File: src/rtl/wb_cmd_master_if.sv
// Bus bundle for wb_cmd_master: the controller command/response stream
// and the pipelined Wishbone master port. Port names keep their i_/o_
// prefixes as seen from the master. The master modport is used by the
// design. The slave modport is the view of whoever drives the command
// stream and plays the Wishbone slave.
interface wb_cmd_master_if #(
  parameter int AW = 30
) ();

  // Command stream from the core controller.
  logic          i_cmd_stb;
  logic [33:0]   i_cmd_word;
  logic          o_cmd_busy;

  // Response stream back to the core controller.
  logic          o_rsp_stb;
  logic [33:0]   o_rsp_word;

  // Wishbone pipelined master signals.
  logic          o_wb_cyc;
  logic          o_wb_stb;
  logic          o_wb_we;
  logic [AW-1:0] o_wb_addr;
  logic [31:0]   o_wb_data;
  logic [3:0]    o_wb_sel;
  logic          i_wb_stall;
  logic          i_wb_ack;
  logic          i_wb_err;
  logic [31:0]   i_wb_data;

  modport master (
    input  i_cmd_stb,
    input  i_cmd_word,
    output o_cmd_busy,
    output o_rsp_stb,
    output o_rsp_word,
    output o_wb_cyc,
    output o_wb_stb,
    output o_wb_we,
    output o_wb_addr,
    output o_wb_data,
    output o_wb_sel,
    input  i_wb_stall,
    input  i_wb_ack,
    input  i_wb_err,
    input  i_wb_data
  );

  modport slave (
    output i_cmd_stb,
    output i_cmd_word,
    input  o_cmd_busy,
    input  o_rsp_stb,
    input  o_rsp_word,
    input  o_wb_cyc,
    input  o_wb_stb,
    input  o_wb_we,
    input  o_wb_addr,
    input  o_wb_data,
    input  o_wb_sel,
    output i_wb_stall,
    output i_wb_ack,
    output i_wb_err,
    output i_wb_data
  );

endinterface

File: src/rtl/wb_cmd_master.sv
// wb_cmd_master: pipelined Wishbone bus master for the multi-cycle RISC-V
// core. It takes one 34-bit command at a time and returns one 34-bit
// response for each command it accepts.
//
// Command op [33:32]:
//   00 read
//   01 write
//   10 set address
//   11 set address with auto-increment
//
// Response code [33:32]:
//   00 read data
//   01 write ack
//   10 address ack
//   11 bus error
//
// Optional feature: define WB_MASTER_TIMEOUT_EN to add a watchdog. The
// watchdog aborts a bus cycle that gets neither ack nor err within
// TIMEOUT_CYCLES cycles. When the macro is undefined, the master waits
// indefinitely.
//
// The address payload is {addr,2'b00} zero-extended to 32 bits, so AW
// must not exceed 30.
module wb_cmd_master #(
  parameter int AW             = 30,
  parameter int TIMEOUT_CYCLES = 255
) (
  input logic            clk,
  input logic            reset,
  wb_cmd_master_if.master bus
);

  localparam logic [1:0] IDLE = 2'd0;
  localparam logic [1:0] REQ  = 2'd1;
  localparam logic [1:0] WAIT = 2'd2;

  localparam logic [1:0] RSP_READ  = 2'b00;
  localparam logic [1:0] RSP_WRITE = 2'b01;
  localparam logic [1:0] RSP_ADDR  = 2'b10;
  localparam logic [1:0] RSP_ERR   = 2'b11;

  logic [1:0]    state;
  logic [AW-1:0] addr;
  logic          inc;
  logic          cyc;
  logic          stb;
  logic          we;
  logic [31:0]   wdata;
  logic          rsp_stb;
  logic [33:0]   rsp_word;

  logic [1:0]    op;
  logic [AW-1:0] cmd_addr;
  logic          resolve;
  logic          expire;

  // Expands a word address into the 32-bit byte address carried in a
  // response payload.
  function automatic logic [31:0] byte_addr(input logic [AW-1:0] a);
    logic [31:0] r;
    r = '0;
    r[AW+1:0] = {a, 2'b00};
    return r;
  endfunction

  assign op       = bus.i_cmd_word[33:32];
  assign cmd_addr = bus.i_cmd_word[AW+1:2];

  // ack/err only count once the strobe has left the master. In REQ with
  // no stall, the strobe is accepted on this edge, so a same-cycle ack
  // is honoured as if we were already in WAIT.
  assign resolve = (state == WAIT) || ((state == REQ) && !bus.i_wb_stall);

`ifdef WB_MASTER_TIMEOUT_EN
  localparam int TW_RAW = $clog2(TIMEOUT_CYCLES + 1);
  localparam int TW     = (TW_RAW > 8) ? TW_RAW : 8;

  logic [TW-1:0] timer;

  assign expire = cyc && (timer == TW'(TIMEOUT_CYCLES - 1));

  // Watchdog: counts cycles with cyc high, restarts on every accepted command.
  always_ff @(posedge clk) begin
    if (reset) begin
      timer <= '0;
    end else if (bus.i_cmd_stb && (state == IDLE)) begin
      timer <= '0;
    end else if (cyc) begin
      timer <= timer + 1'b1;
    end
  end
`else
  assign expire = 1'b0;
`endif

  // Command FSM: accepts commands, runs the Wishbone transfer and
  // produces the one-cycle response.
  always_ff @(posedge clk) begin
    if (reset) begin
      state    <= IDLE;
      addr     <= '0;
      inc      <= 1'b0;
      cyc      <= 1'b0;
      stb      <= 1'b0;
      we       <= 1'b0;
      wdata    <= '0;
      rsp_stb  <= 1'b0;
      rsp_word <= '0;
    end else begin
      rsp_stb <= 1'b0;
      case (state)
        IDLE: begin
          if (bus.i_cmd_stb) begin
            if (op[1]) begin
              addr     <= cmd_addr;
              inc      <= op[0];
              rsp_stb  <= 1'b1;
              rsp_word <= {RSP_ADDR, byte_addr(cmd_addr)};
            end else begin
              state <= REQ;
              cyc   <= 1'b1;
              stb   <= 1'b1;
              we    <= op[0];
              wdata <= bus.i_cmd_word[31:0];
            end
          end
        end
        REQ, WAIT: begin
          if ((state == REQ) && !bus.i_wb_stall) begin
            stb   <= 1'b0;
            state <= WAIT;
          end
          if (resolve && bus.i_wb_err) begin
            cyc      <= 1'b0;
            stb      <= 1'b0;
            state    <= IDLE;
            rsp_stb  <= 1'b1;
            rsp_word <= {RSP_ERR, byte_addr(addr)};
          end else if (resolve && bus.i_wb_ack) begin
            cyc     <= 1'b0;
            stb     <= 1'b0;
            state   <= IDLE;
            rsp_stb <= 1'b1;
            if (we) begin
              rsp_word <= {RSP_WRITE, 32'h0};
            end else begin
              rsp_word <= {RSP_READ, bus.i_wb_data};
            end
            if (inc) begin
              addr <= addr + 1'b1;
            end
          end else if (expire) begin
            cyc      <= 1'b0;
            stb      <= 1'b0;
            state    <= IDLE;
            rsp_stb  <= 1'b1;
            rsp_word <= {RSP_ERR, byte_addr(addr)};
          end
        end
        default: begin
          state <= IDLE;
          cyc   <= 1'b0;
          stb   <= 1'b0;
        end
      endcase
    end
  end

  assign bus.o_cmd_busy = (state != IDLE);
  assign bus.o_rsp_stb  = rsp_stb;
  assign bus.o_rsp_word = rsp_word;
  assign bus.o_wb_cyc   = cyc;
  assign bus.o_wb_stb   = stb;
  assign bus.o_wb_we    = we;
  assign bus.o_wb_addr  = addr;
  assign bus.o_wb_data  = wdata;
  assign bus.o_wb_sel   = 4'hF;

endmodule
File: src/flat_wrapper.sv
// flat-port wrapper written by rule: the top's interface ports become plain ports
module wb_cmd_master_flat 
#(
  parameter int AW             = 30,
  parameter int TIMEOUT_CYCLES = 255
)
  (clk, reset, bus_i_cmd_stb, bus_i_cmd_word, bus_o_cmd_busy, bus_o_rsp_stb, bus_o_rsp_word, bus_o_wb_cyc, bus_o_wb_stb, bus_o_wb_we, bus_o_wb_addr, bus_o_wb_data, bus_o_wb_sel, bus_i_wb_stall, bus_i_wb_ack, bus_i_wb_err, bus_i_wb_data);
  wb_cmd_master_if #(.AW(AW)) bus_i ();
  input logic clk;
  input logic reset;
  input wire logic [$bits(bus_i.i_cmd_stb)-1:0] bus_i_cmd_stb;
  input wire logic [$bits(bus_i.i_cmd_word)-1:0] bus_i_cmd_word;
  output wire logic [$bits(bus_i.o_cmd_busy)-1:0] bus_o_cmd_busy;
  output wire logic [$bits(bus_i.o_rsp_stb)-1:0] bus_o_rsp_stb;
  output wire logic [$bits(bus_i.o_rsp_word)-1:0] bus_o_rsp_word;
  output wire logic [$bits(bus_i.o_wb_cyc)-1:0] bus_o_wb_cyc;
  output wire logic [$bits(bus_i.o_wb_stb)-1:0] bus_o_wb_stb;
  output wire logic [$bits(bus_i.o_wb_we)-1:0] bus_o_wb_we;
  output wire logic [$bits(bus_i.o_wb_addr)-1:0] bus_o_wb_addr;
  output wire logic [$bits(bus_i.o_wb_data)-1:0] bus_o_wb_data;
  output wire logic [$bits(bus_i.o_wb_sel)-1:0] bus_o_wb_sel;
  input wire logic [$bits(bus_i.i_wb_stall)-1:0] bus_i_wb_stall;
  input wire logic [$bits(bus_i.i_wb_ack)-1:0] bus_i_wb_ack;
  input wire logic [$bits(bus_i.i_wb_err)-1:0] bus_i_wb_err;
  input wire logic [$bits(bus_i.i_wb_data)-1:0] bus_i_wb_data;
  assign bus_i.i_cmd_stb = bus_i_cmd_stb;
  assign bus_i.i_cmd_word = bus_i_cmd_word;
  assign bus_o_cmd_busy = bus_i.o_cmd_busy;
  assign bus_o_rsp_stb = bus_i.o_rsp_stb;
  assign bus_o_rsp_word = bus_i.o_rsp_word;
  assign bus_o_wb_cyc = bus_i.o_wb_cyc;
  assign bus_o_wb_stb = bus_i.o_wb_stb;
  assign bus_o_wb_we = bus_i.o_wb_we;
  assign bus_o_wb_addr = bus_i.o_wb_addr;
  assign bus_o_wb_data = bus_i.o_wb_data;
  assign bus_o_wb_sel = bus_i.o_wb_sel;
  assign bus_i.i_wb_stall = bus_i_wb_stall;
  assign bus_i.i_wb_ack = bus_i_wb_ack;
  assign bus_i.i_wb_err = bus_i_wb_err;
  assign bus_i.i_wb_data = bus_i_wb_data;
  wb_cmd_master #(.AW(AW), .TIMEOUT_CYCLES(TIMEOUT_CYCLES)) u_core (.clk(clk), .reset(reset), .bus(bus_i));
endmodule
File: config.mk
export PLATFORM = sky130hd
export DESIGN_NAME = wb_cmd_master_flat
export DESIGN_NICKNAME = d
export VERILOG_FILES = /design/src/rtl/wb_cmd_master_if.sv /design/src/rtl/wb_cmd_master.sv /design/src/flat_wrapper.sv
export SDC_FILE = /design/constraint.sdc
export NUM_CORES = 1
export LEC_CHECK = 0
export ABC_AREA = 1
export CORE_ASPECT_RATIO = 1.5
export CORE_MARGIN = 10
export CORE_UTILIZATION = 30
export DETAILED_ROUTE_END_ITERATION = 6
export PLACE_DENSITY = 0.53
export SLEW_MARGIN = 40
export SYNTH_ARGS = -nofsm -noshare
export SYNTH_HDL_FRONTEND = slang
export SYNTH_SLANG_ARGS = --single-unit
File: constraint.sdc
create_clock -name clk -period 2.45 [get_ports clk]
set_clock_uncertainty 0.15 [all_clocks]
set_input_delay 0.3675 -clock clk [delete_from_list [all_inputs] [get_ports clk]]
set_output_delay 0.3675 -clock clk [all_outputs]
set_load 0.02 [all_outputs]
# Word level (Yosys, flattened, before mapping)
# Index checks and enable logic that the tools add are counted.
# Widths: inputs -> output; s select.
[totals]
reg_bits = 103
inputBits = 72
[classes]
bitwise_logic = 1
n_eq_ne = 10
add_sub_neg = 1
reduce_logical = 15
n_mux = 32
[ops]
columns = ["operator", "n"]
rows = [
  ["$mux 30", 5],
  ["$mux 34", 4],
  ["$pmux 34 s2", 1],
  ["$pmux 30 s2", 1],
  ["$mux 33", 1],
  ["$add 30x1->30 const B", 1],
  ["$reduce_and 3->1", 4],
  ["$mux 1", 11],
  ["$mux 2", 5],
  ["$ne 2x2->1 const B", 4],
  ["$pmux 1 s2", 3],
  ["$reduce_and 6->1", 1],
  ["$ne 2x1->1 const B", 2],
  ["$ne 4x1->1 const B", 1],
  ["$pmux 2 s2", 1],
  ["$reduce_and 4->1", 1],
  ["$reduce_bool 2->1", 2],
  ["$logic_and 1x1->1", 3],
  ["$ne 3x1->1 const B", 1],
  ["$eq 2x1->1 const B", 1],
  ["$eq 2x2->1 const B", 1],
  ["$logic_not 2->1", 1],
  ["$reduce_or 2->1", 1],
  ["$logic_not 1->1", 1],
  ["other kinds (2)", 2],
]

# Depth between registers and ports, before layout
[logic_depth]
word_depth = 7
mapped_depth = 12
ltp_nobuf = 11

# Worst setup path after synthesis
# OpenSTA, ideal clock, no wires.
[synth_timing]
path_type = "flip-flop to flip-flop"
from = "register u_core.state[0]"
to = "register u_core.rsp_word[0] (netlist: u_core.bus.o_rsp_word[0])"
path_stages_with_launch = 12
t_required_ns = 2.234
period_less_slack_ns = 2.039
path_slack_ns = 0.411
t_arrival_ns = 1.823
cell_sequence = "dfxtp_1 -> inv_1 -> ha_1 -> inv_1 -> nor2_2 -> nor2_4 -> inv_2 -> a21oi_4 -> buf_6 -> buf_6 -> nand4_2 -> a21oi_2"
[synth_between]
elab_chain_cells = 6
elab_cells_between_ends = 15
[synth_rtl]
columns = ["item", "line_no", "source"]
rows = [
  ["from (decl)", "wb_cmd_master.sv:42", "logic [1:0] state;"],
  ["from (signal assigned)", "wb_cmd_master.sv:100", "state <= IDLE;"],
  ["from (signal assigned)", "wb_cmd_master.sv:120", "state <= REQ;"],
  ["from (signal assigned)", "wb_cmd_master.sv:131", "state <= WAIT;"],
  ["$eq 2x1->1", "wb_cmd_master.sv:72, wb_cmd_master.sv:111", ""],
  ["$logic_and 1x1->1", "wb_cmd_master.sv:72", "assign resolve = (state == WAIT) || ((state == REQ) && !bus.i_wb_stall);"],
  ["$logic_or 1x1->1", "wb_cmd_master.sv:72", ""],
  ["$logic_and 1x1->1, on equally long branches", "wb_cmd_master.sv:139, wb_cmd_master.sv:133", ""],
  ["$ne 3x1->1 (no source line) / $mux 34 (equally long branches)", "-", ""],
  ["$reduce_and 4->1 (no source line) / $pmux 34 s2 (equally long branches)", "-", ""],
  ["to (signal assigned)", "wb_cmd_master.sv:138", "rsp_word <= {RSP_ERR, byte_addr(addr)};"],
  ["to (signal assigned)", "wb_cmd_master.sv:145", "rsp_word <= {RSP_WRITE, 32'h0};"],
  ["to (signal assigned)", "wb_cmd_master.sv:147", "rsp_word <= {RSP_READ, bus.i_wb_data};"],
  ["to (decl)", "wb_cmd_master.sv:50", "logic [33:0] rsp_word;"],
]
# Parallel ways exist; a longest one is shown, timed or not.
# A chain may end at the register's enable or synchronous reset.

# Worst setup path in the final report
[layout_timing]
from = "register u_core.state[0]"
to = "output bus_o_cmd_busy"
[layout_between]
elab_chain_cells = 1
[layout_rtl]
columns = ["item", "line_no", "source"]
rows = [
  ["$reduce_bool 2->1", "wb_cmd_master.sv:169", "assign bus.o_cmd_busy = (state != IDLE);"],
  ["to (decl)", "flat_wrapper.sv:13", "output wire logic [$bits(bus_i.o_cmd_busy)-1:0] bus_o_cmd_busy;"],
]
# Every way passes these cells.

==> metrics.csv <==
stage,metric,value,unit
power_and_ir_drop,sw power,4.16,mW
clock_tree,Sink Count,102,
routing,final WL,22100,um
synth,"Seq/Total Area, Yosys",37.1,%
worst_setup_path,crit-path cells,"inv_1, ha_2, inv_1, clkdlybuf4s50_1",
power_and_ir_drop,clock power share,17.0,%
floorplan,Initial Util,30.6,%
synth,ys async rst share,0,%
synth,simple-gate share of the synthesized area,30.0,%
synth,cell count after synthesis,858,
final_layout,Filler cells,1921,
worst_hold_path,hold crit path type,flop to flop,
global_route,global-route usage over all layers,17.7,%
job,Max Cap Violations,0,
clock_tree,CTS H-tree depth,3,
floorplan,I/O Pins,177,
final_layout,register area,2040,um^2
synth,main combinational cell family by area after synthesis,simple AND/OR/NAND/NOR gates,
routing,DRT antenna net count,0,
synth,yosys warns,0,
synth,multiplexer share of the synthesized area,0,%
synth,ys flop type,dfxtp_1,
placed_design,# port buffers,172,
clock_tree,CTS Buffer Depth,2,
placed_design,Cells after DPL,1222,
timing,Tmin final,2300,ps
floorplan,Die H,186,um
synth,post-synthesis adder-cell area fraction,1.14,%
worst_setup_path,CP most frequent cell,inv_1,
synth,Mapped Avg Cell Area,6.42,um^2
timing,Hold Fails Final Rpt,0,
floorplan,die area,24300,um^2
timing,"Setup violations, final",0,
timing,"Slew Viols, Final",0,
synth,area of the mapped netlist,5510,um^2
power_and_ir_drop,combinational share of power,53.6,%
floorplan,die width,131,um
placed_design,area post-placement,7490,um^2
global_route,initial antenna violation count,0,
timing,fraction of the cycle the final worst path needs,93.7,%
power_and_ir_drop,VDD IR max,0.000526,V
placed_design,dpl hpwl,16700,um
power_and_ir_drop,Internal,4.92,mW
global_route,pin count of the biggest net entering global routing,54,
clock_tree,CTS tree,done,
clock_tree,hold buffers post-CTS,0,
final_layout,final std cells w/o fill,1238,
worst_setup_path,endpoint class of the critical path,output pin,
final_layout,Final Instance Area,7800,um^2
worst_setup_path,Worst Setup Start Kind,flop,
run_status,status,finished clean,
final_layout,share of layout cells above drive strength 1,6.66,%
routing,residual DRC count,0,
clock_tree,root buf cell,clkbuf_16,
synth,#FFs+latches synth,102,
final_layout,Layout Nets,1093,
floorplan,Core Rows,60,
worst_setup_path,Crit Path Max Fanout,5,
routing,via density per instance,4.85,
worst_setup_path,CP max stage delay,610,ps
power_and_ir_drop,Flop pwr share,29.4,%
global_route,vias in the first global route,5869,
worst_setup_path,crit path max-delay cell type,clkdlybuf4s50_1,
worst_setup_path,Crit path arrival time,1780,ps
final_layout,multi-input combinational cell area,2930,um^2
routing,post-DR wirelength/cell,17.8,um
global_route,grt total ovfl,0,
final_layout,P&R area growth vs syn,41.6,%
timing,highest clock rate,435,MHz
clock_tree,number of CTS-inserted buffers,9,
power_and_ir_drop,leakage,3.20,nW
worst_setup_path,CP required,1930,ps
timing,RSZ-0062 raised after global routing,no,
routing,Via Count,6000,
clock_tree,post-CTS setup buffer count,0,
power_and_ir_drop,Net Sw Frac,45.8,%
routing,1st-pass router iterations,5,
timing,final setup TNS,0,ps
synth,Post-synth EDFFs,0,
clock_tree,Worst-Skew Late Latency,360,ps
synth,post-synthesis compound-gate area fraction,21.0,%
routing,Starting DRT DRC Count,374,
final_layout,n_diodes,0,
clock_tree,clk slew on worst S/H paths,70,ps
power_and_ir_drop,Pwr Density,1160,nW/um^2
synth,Cell variety after synth,31,
floorplan,core area,18000,um^2
clock_tree,post_cts resized,0,
worst_setup_path,"Worst Path Class, Setup",flop to output pin,
placed_design,gpl congestion,0.819,
synth,xor-xnor portion of the synthesized cell area,0.477,%
global_route,first-pass GRT wire length,33000,um
timing,worst hold slack,315,ps
through the flow:
step	power, mW	worst slack (ps)	utilization [%]
floorplan	5.44	411	-
global placement	7.63	290	41.6
detailed placement	7.62	260	41.6
CTS	9.20	115	43.3
global route	9.72	51.8	43.3
finish	9.08	154	43.3
state kept, by name, summed over array words and instances (netlist names):
name / flops
u_core.bus.o_rsp_word: 34
u_core.bus.o_wb_we: 1
u_core.bus.o_wb_cyc: 1
u_core.bus.o_rsp_stb: 1
u_core.state: 2
u_core.bus.o_wb_data: 32
u_core.inc: 1
u_core.bus.o_wb_addr: 30
cell usage after synthesis (8+ instances only):
| master | n | area share, % |
|---|---|---|
| nand2_1 | 215 | 15 |
| buf_4 | 9 | 1.2 |
| o21ai_1 | 8 | 0.73 |
| inv_1 | 66 | 4.5 |
| nand3_1 | 35 | 3.2 |
| dfxtp_1 | 102 | 37 |
| nor2_1 | 132 | 9.0 |
| o21ai_0 | 119 | 11 |
| buf_2 | 19 | 1.7 |
| a21oi_1 | 90 | 8.2 |
| clkbuf_1 | 14 | 0.95 |
layout make-up:
type / count / area share [%]
sequential: 102 / 26.2
clock inverter: 6 / 0.979
timing repair buffer: 195 / 25.6
inverter: 69 / 3.32
tap: 217 / 3.48
clock buffer: 10 / 2.94
multi-input combinational: 639 / 37.5
layout by cell type, fill, tap and decap left out, drive strengths merged:
cell type,count
a21boi,1
a21oi,94
a31oi,1
and2,1
buf,23
bufinv,1
clkbuf,10
clkdlybuf4s50,172
clkinv,2
conb,4
dfxtp,102
ha,5
inv,72
nand2,222
nand3,36
nand4,2
nor2,142
o21ai,128
xnor2,1
xor2,2
metal layers:
metal | part of all wire [%] | vias to the layer above | GRT usage, %
met5 | 0 | - | 0
met4 | 2.8 | 0 | 7.10
met3 | 7.0 | 28 | 5.07
met2 | 52 | 162 | 31.2
met1 | 39 | 2744 | 19.3
li1 | - | 3066 | -
power groups by stage:
stage               logic [mW]  clock network [mW]  registers (mW)
floorplan                 2.23                   0            3.21
detailed placement        4.92                   0            2.70
global route              5.33                1.64            2.75
global placement          4.91                   0            2.71
finish                    4.87                1.54            2.67
CTS                       4.94                1.58            2.67
logic make-up after synthesis:
family          Yosys count
compound gates          224
xor+xnor                  3
fa+ha+maj                 5
buf+inv                 120
flops                   102
other cells               1
simple gates            403
critical path: cells and delay by family (launching register included):
kind	cells	cell delay [ps]
buf+inv	3	800
flops	1	410
fa+ha+maj	1	220
final timing paths:
| check | slack (ps) | to | startpoint | cells past startpoint |
|---|---|---|---|---|
| hold / removal | 310 | u_core.bus.o_wb_cyc | u_core.bus.o_wb_cyc | 2 |
| hold reg to reg | 310 | u_core.bus.o_wb_cyc | u_core.bus.o_wb_cyc | 2 |
| setup / recovery | 150 | bus_o_cmd_busy | u_core.state[0] | 4 |
| setup reg to reg | 320 | u_core.bus.o_wb_addr[16] | u_core.state[0] | 9 |
Note: power is estimated with default switching activity, not from simulation.
==> variant: new RTL, config.mk and constraints unchanged <==
Add a define of `WB_MASTER_TIMEOUT_EN`.
--- a/src/rtl/wb_cmd_master.sv
+++ b/src/rtl/wb_cmd_master.sv
@@ -21,6 +21,8 @@
 //
 // The address payload is {addr,2'b00} zero-extended to 32 bits, so AW
 // must not exceed 30.
+`define WB_MASTER_TIMEOUT_EN
+
 module wb_cmd_master #(
   parameter int AW             = 30,
   parameter int TIMEOUT_CYCLES = 255
Behaviour: no difference found for any inputs over 4 cycles, from zero or initial values and one cycle with reset high; that may be too few to reach the edited logic, so the function may still have changed.
==> variant against the original RTL <==
  * Worst setup slack better by 0.041 ns
  * Combinational power increased by 1%
  * Routed wire length up 0.71%
  * Sequential share of layout area shrank 0.33 points
  * Synthesized area rose by 13%
  * Register-to-register slack worse by 0.11 ns
  * Count of clock-buffer cells in the layout grew 2
  * Power is 2.5% higher
  * Maximum frequency is 1.8% higher
  * Sequential cell count rose by 8
  * Final area rose by 9.2%
  * Final cell count rose by 15%
  * Critical endpoint unchanged
  * Largest power group unchanged
  * Highest routed layer unchanged
==> variant: results (changes against the original RTL) <==
[layout]
fillers = 2242  ; +17%
nNetsFinal = 1231  ; +13%
drive_above_1_share_pct = 5.791  ; -0.87 points

[place]
globalplace.congestion = 0.8613  ; +5.2%
dp_hpwl_um = 16900  ; +1.2%

[detailed_routing]
detailedRoute.firstIterationViolations = 340  ; -9.1%
post_drt_via_cell_ratio = 4.593  ; -5.2%
wl_per_cell_um = 15.66  ; -12%

[hold_path]
hold_start = u_core.inc$_SDFFE_PP0P_
worst_hold_path.endpoint = u_core.inc$_SDFFE_PP0P_

[synthesis]
synth.area.top_cells = sky130_fd_sc_hd__dfxtp_1 35%, sky130_fd_sc_hd__nand2_1 16%, sky130_fd_sc_hd__nor2_1 9.3%, sky130_fd_sc_hd__inv_1 7.4%, sky130_fd_sc_hd__a21oi_1 6.9%
yosysSeqAreaShare_pct = 35.47  ; -1.6 points
post_synth_most_frequent_cells = 257 x sky130_fd_sc_hd__nand2_1, 154 x sky130_fd_sc_hd__nor2_1, 122 x sky130_fd_sc_hd__inv_1
synth.lib_cells_used.distinct = 33  ; +6.5%
synth-main-ff-cell = sky130_fd_sc_hd__dfxtp_1

[cts]
root_buffer = sky130_fd_sc_hd__clkbuf_16
cts_htree_levels = 3  ; unchanged
clock_path_buffers = 2  ; unchanged

[setup_path]
worst_path_dominant_cell_family = buffers and inverters
worst_r2r_path_depth = 7  ; -2
setup.reg_to_reg.worst_slack_ns = 0.21  ; -0.11 ns
rr_endpoint = u_core.bus.o_wb_addr[19]$_SDFFE_PP0P_

[power]
total_leakage_power_nw = 3.556  ; +11%
power.ir.vdd_worst_mv = 0.5957  ; +13%

[run_status]
run_status = complete, no violations

[global_routing]
first_global_vias = 6543  ; +11%
maximum_number_of_pins_on_one_net_before_global_route_repair = 49  ; -9.3%
grt_antenna_before_repair = 0  ; unchanged
wire_length_of_the_first_global_routing_pass_um = 35070  ; +6.3%
global_route_usage_sum_pct = 16.37  ; -1.3 points

variant: worst register-to-register path, stage by stage (launching register included):
cell and delay (ns):
sky130_fd_sc_hd__dfxtp_1 0.40, sky130_fd_sc_hd__inv_1 0.11, sky130_fd_sc_hd__ha_4 0.32, sky130_fd_sc_hd__inv_2 0.10, sky130_fd_sc_hd__o21ai_2 0.21, sky130_fd_sc_hd__nand4_4 0.47
sky130_fd_sc_hd__nor2_1 0.30, sky130_fd_sc_hd__a21oi_2 0.07
variant: layout make-up:
type / count / share of cell area (%)
clock inverter: 4 / 0.6463
sequential: 110 / 25.85
tap: 264 / 3.878
multi-input combinational: 716 / 38.37
timing repair buffer: 188 / 22.65
clock buffer: 12 / 3.011
inverter: 127 / 5.596
variant: worst max path at each step:
stage | end | slack (ns) | startpoint
after floorplan | u_core.bus.o_wb_addr[11]$_SDFFE_PP0P_ | 0.40 | u_core.state[0]$_SDFFE_PP0P_
after global placement | u_core.bus.o_wb_addr[19]$_SDFFE_PP0P_ | 0.15 | bus_i_cmd_stb
after detailed placement | u_core.bus.o_wb_addr[19]$_SDFFE_PP0P_ | 0.11 | bus_i_cmd_stb
after CTS | bus_o_cmd_busy | 0.17 | u_core.state[0]$_SDFFE_PP0P_
after global routing | u_core.bus.o_wb_addr[12]$_SDFFE_PP0P_ | 0.04 | u_core.state[0]$_SDFFE_PP0P_
final | bus_o_cmd_busy | 0.19 | u_core.state[0]$_SDFFE_PP0P_
variant: logic make-up (layout without fill, tap and decap cells):
family          after synthesis  count (layout)  share of synthesized area (%)
compound gates              194             194                          16.10
xor+xnor                      2               2                         0.2822
fa+ha+maj                     7               7                          1.411
buf+inv                     179             331                          12.39
flops                       110             110                          35.47
other cells                   1               4                        0.06040
simple gates                509             509                          34.28
variant: routing by layer:
| metal | wire length (µm) | vias to the layer above | share of wire (%) | GRT usage (%) |
|---|---|---|---|---|
| met5 | 0 | - | 0 | 0 |
| met4 | 360 | 0 | 1.6 | 4.699 |
| met3 | 1351 | 17 | 6.1 | 3.325 |
| met2 | 11900 | 145 | 53 | 30.37 |
| met1 | 8638 | 2937 | 39 | 17.95 |
| li1 | - | 3428 | - | - |
variant: stage by stage:
step,hold WS (ns),instances,setup slack (ns),area [µm²]
global route,0.3272,1421,0.03626,8518
finish,0.3075,1421,0.1943,8518
detailed placement,0.2959,1405,0.1053,8207
CTS,0.3077,1421,0.1660,8518
global placement,0.2953,1405,0.1464,8207
floorplan,0.2787,1005,0.3998,6220
variant: report_power, final:
group	internal, mW	total, mW	leakage, nW	switching (mW)
clock network	0.855	1.58	0.149	0.723
logic	1.93	4.93	2.50	3.00
registers	2.32	2.79	0.904	0.473
